$ cat src/rtl/serial_subtractor.sv
// Bit-serial N-bit subtractor: operands are fed LSB-first through one full-subtractor
// cell, with the borrow carried between bits in a flip-flop.

module full_subtractor (
  input  logic x,
  input  logic y,
  input  logic bin,
  output logic d,
  output logic bout
);

  assign d    = x ^ y ^ bin;
  assign bout = (~x & y) | (~(x ^ y) & bin);

endmodule

module serial_subtractor #(
  parameter int WIDTH = 8
) (
  input  logic             clk,
  input  logic             rst_n,
  input  logic             start_valid,
  output logic             start_ready,
  input  logic [WIDTH-1:0] a,
  input  logic [WIDTH-1:0] b,
  input  logic             bin,
  output logic [WIDTH-1:0] diff,
  output logic             bout,
  output logic             done_valid,
  input  logic             done_ready,
  output logic             busy
);

  localparam int CNT_W = (WIDTH > 2) ? $clog2(WIDTH) : 1;
  localparam logic [CNT_W-1:0] LAST_BIT = CNT_W'(WIDTH - 1);

  typedef enum logic [1:0] {
    IDLE,
    RUN,
    DONE
  } state_t;

  state_t           state;
  state_t           state_next;
  logic [WIDTH-1:0] a_sr;
  logic [WIDTH-1:0] b_sr;
  logic [WIDTH-1:0] diff_sr;
  logic             brw;
  logic [CNT_W-1:0] cnt;
  logic             cell_d;
  logic             cell_bout;
  logic             accept;
  logic             last_bit;

  full_subtractor u_cell (
    .x    (a_sr[0]),
    .y    (b_sr[0]),
    .bin  (brw),
    .d    (cell_d),
    .bout (cell_bout)
  );

  assign start_ready = (state == IDLE);
  assign done_valid  = (state == DONE);
  assign busy        = (state == RUN) || (state == DONE);
  assign diff        = diff_sr;
  assign bout        = brw;
  assign accept      = start_valid && start_ready;
  assign last_bit    = (cnt == LAST_BIT);

  always_ff @(posedge clk or negedge rst_n) begin
    if (!rst_n) begin
      state <= IDLE;
    end else begin
      state <= state_next;
    end
  end

  always_comb begin
    state_next = state;
    case (state)
      IDLE: if (accept) state_next = RUN;
      RUN:  if (last_bit) state_next = DONE;
      DONE: if (done_ready) state_next = IDLE;
      default: state_next = IDLE;
    endcase
  end

  // diff_sr keeps its old value on accept; only RUN edges shift new bits in.
  always_ff @(posedge clk or negedge rst_n) begin
    if (!rst_n) begin
      a_sr    <= '0;
      b_sr    <= '0;
      diff_sr <= '0;
      brw     <= 1'b0;
      cnt     <= '0;
    end else begin
      case (state)
        IDLE: begin
          if (accept) begin
            a_sr <= a;
            b_sr <= b;
            brw  <= bin;
            cnt  <= '0;
          end
        end
        RUN: begin
          a_sr    <= {1'b0, a_sr[WIDTH-1:1]};
          b_sr    <= {1'b0, b_sr[WIDTH-1:1]};
          diff_sr <= {cell_d, diff_sr[WIDTH-1:1]};
          brw     <= cell_bout;
          cnt     <= cnt + CNT_W'(1);
        end
        default: ;
      endcase
    end
  end

endmodule

$ cat config.mk
export PLATFORM = sky130hd
export DESIGN_NAME = serial_subtractor
export DESIGN_NICKNAME = d
export VERILOG_FILES = /design/src/rtl/serial_subtractor.sv
export SDC_FILE = /design/constraint.sdc
export NUM_CORES = 1
export LEC_CHECK = 0
export ABC_AREA = 1
export BUFFER_PORTS_ARGS = -buffer_cell sky130_fd_sc_hd__buf_2
export CORE_UTILIZATION = 53
export DETAILED_ROUTE_END_ITERATION = 16
export PLACE_DENSITY = 0.88
export RECOVER_POWER = 100
export SLEW_MARGIN = 30
export SYNTH_ARGS = -nofsm -noshare
export SYNTH_HDL_FRONTEND = slang
export SYNTH_SLANG_ARGS = --single-unit
$ cat constraint.sdc
create_clock -name clk -period 1.7 [get_ports clk]
set_input_delay 0.34 -clock clk [delete_from_list [all_inputs] [get_ports clk]]
set_output_delay 0.34 -clock clk [all_outputs]
set_load 0.01 [all_outputs]
==> flow_summary.toml <==
[status]
status = "complete, but fails checks"
violations = "max-capacitance violations, max-slew violations"

[yosys]
ys.flop_type = "dfrtp_1"
synthAdderAreaFrac_pct = 6.07
synth_xor_area_share_pct = 0
yosys_warnings = 0
synthDistinctLibCells = 17
synth.net_count = 223
yosysSeqAreaShare_pct = 47.9
ys_async_sr_fraction_pct = 100
synth-compound-area-share_pct = 1.60
yosys.area_share.simple_pct = 35.5
synth_top_family_by_area = "simple AND/OR/NAND/NOR gates"
ys_ff_latch = 30
syn_area_mm2 = 0.00157
syn_area_per_cell_um2 = 8.04
synthMuxAreaShare_pct = 0
synth_edf_count = 0
synth_cells = 195

[critical_path]
startpoint_type = "flop"
worstPathRequired_ns = 1.36
r2r-start = "state[1]$_DFFE_PN0P_"
crit_arrival_ns = 1.26
ff2ff_path_depth = 7
critPathLaunch = "state[1]$_DFFE_PN0P_"
r2r_setup_slack_ns = 0.17
crit_type = "flop to output port"
r2r-end = "b_sr[0]$_DFFE_PN0P_"
worstSetupEndpointType = "output port"
worst-path-max-fanout = 5
cp-endpoint = "start_ready"

[sta]
fin_skew_ns = 0.00385
fin_ws_ns = 0.103
setup_violations = 0
setup-tns-final_ns = 0
fin_crit_ns = 1.60
finalCritPeriodShare_pct = 93.9
max_slew_margin_pct = -3.36
finalMaxSlewViolations = 31
fmax_ghz = 0.626
finalHoldViolCount = 0
rsz0062_at_grt = "false"
worstMarginPinSlew_ns = 1.55

[routing]
antenna_left = 0
avgRoutedWirePerCell_um = 11.1
drtPass1Iterations = 4
vias_per_cell = 4.97
num_vias = 1281
drtIter0Drc = 32
wl_um = 2870
drc_errors = 0

[cts]
cts_resized = 0
numCtsBuffers = 5
cts-root-buf = "clkbuf_4"
path_clk_slew_ns = 0.09
clk_latency_ns = 0.33
holdBufCountCts = 0
htree_levels = 2
ctsLongestPathBuffers = 2
postCtsSetupBuffers = 0
clock-sinks = 30
cts_tree = "yes"

[floorplan]
die_w_um = 56.4
num_rows = 19
die_h_um = 56.4
core_area_mm2 = 0.00278
pin_count = 33
start_util_pct = 56.4
dieArea_mm2 = 0.00318

[finish]
regArea_um2 = 751
finalNetCount = 255
syn2layout_area_growth_pct = 9.66
num_antenna_cells = 0
final_cell_mix = "104 x nand2_1, 30 x dfrtp_1, 23 x nand3_1"
fill_cells = 275
final_common_cell = "nand2_1"
drive_above_1_share_pct = 15.0
multi_input_area_um2 = 679
fin_util_pct = 61.8

[global_route]
antenna_found_initial = 0
grt_max_degree = 31
groute.usage.overall_pct = 21.0
overflow = 0
grt_pass1_vias = 1179
grt_first_pass_wirelength_um = 4940

[placement]
routabilityCongestion = 0.835
port_buffers = 32
hpwl_um = 1940
dp_slack_ns = 0.132

[power_and_ir_drop]
p_leak_nw = 0.989
ir_drop_mv = 1.24
power.density_mw_per_mm2 = 1730

[worst_hold_path]
hold_class = "primary input to flop"

[run]
cap_violations = 1
[report_power, final]
group | switching, mW | internal [mW] | total, mW
clock | 0.228 | 0.156 | 0.384
combinational | 0.880 | 0.481 | 1.36
sequential | 0.192 | 1.04 | 1.23
total | 1.30 | 1.67 | 2.97
[through the flow]
stage	hold WS (ns)	cell area (µm²)	power, mW	cells
floorplan	0.0444	1570	2.39	195
detailed placement	0.403	1690	2.64	251
global route	0.241	1720	3.29	258
CTS	0.0378	1730	3.03	258
global placement	0.399	1690	2.59	251
finish	0.241	1720	2.97	258
[worst min path at each step]
stage	cells after the start	start	slack [ns]	endpoint
after floorplan	0	rst_n	0.04	a_sr[0]$_DFFE_PN0P_
after global placement	1	rst_n	0.40	b_sr[4]$_DFFE_PN0P_
final	3	a[7]	0.24	a_sr[7]$_DFFE_PN0P_
after detailed placement	1	rst_n	0.40	b_sr[4]$_DFFE_PN0P_
after CTS	1	rst_n	0.04	a_sr[3]$_DFFE_PN0P_
after global routing	3	b[7]	0.24	b_sr[7]$_DFFE_PN0P_
[cell families (layout without fill, tap and decap cells)]
family | Yosys count | count (layout)
DFF | 30 | 30
and+or+nand+nor | 133 | 133
AOI/OAI and AO/OA | 5 | 5
adders and majority gates | 7 | 7
buffers and inverters | 20 | 52
[area by class of cell]
cell class	count	area share [%]
sequential	30	43.7
multi-input combinational	145	39.5
timing repair buffer	35	9.75
clock buffer	7	2.62
tap	31	2.26
inverter	10	2.18
[cell usage after synthesis, types with 2 or more instances]
master / count / area, µm²
buf_8: 3 / 45.0
nand2_4: 2 / 22.5
inv_2: 2 / 7.51
o21ai_0: 4 / 20.0
buf_4: 4 / 30.0
nand2_1: 104 / 390
ha_1: 6 / 75.1
inv_1: 8 / 30.0
nand4_1: 2 / 12.5
nand3_1: 23 / 115
buf_6: 2 / 22.5
dfrtp_1: 30 / 751
[sequential cells by signal, indices dropped and copies added, names as in the netlist]
| signal | count |
|---|---|
| a_sr | 8 |
| state | 2 |
| bout | 1 |
| b_sr | 8 |
| cnt | 3 |
| diff | 8 |
[per-layer routing]
layer / global-route usage [%] / wire (µm) / vias up
met2: 31.0 / 1290 / 28
met5: 0 / 0 / -
met1: 27.5 / 1360 / 578
met3: 4.84 / 121 / 9
li1: - / - / 666
met4: 14.6 / 99 / 0
[critical path, cell delays in order (launching register included)]
cell,delay (ns)
dfrtp_1,0.40
inv_1,0.10
ha_1,0.26
buf_2,0.17
No activity file was read; power rests on OpenSTA's default activity.
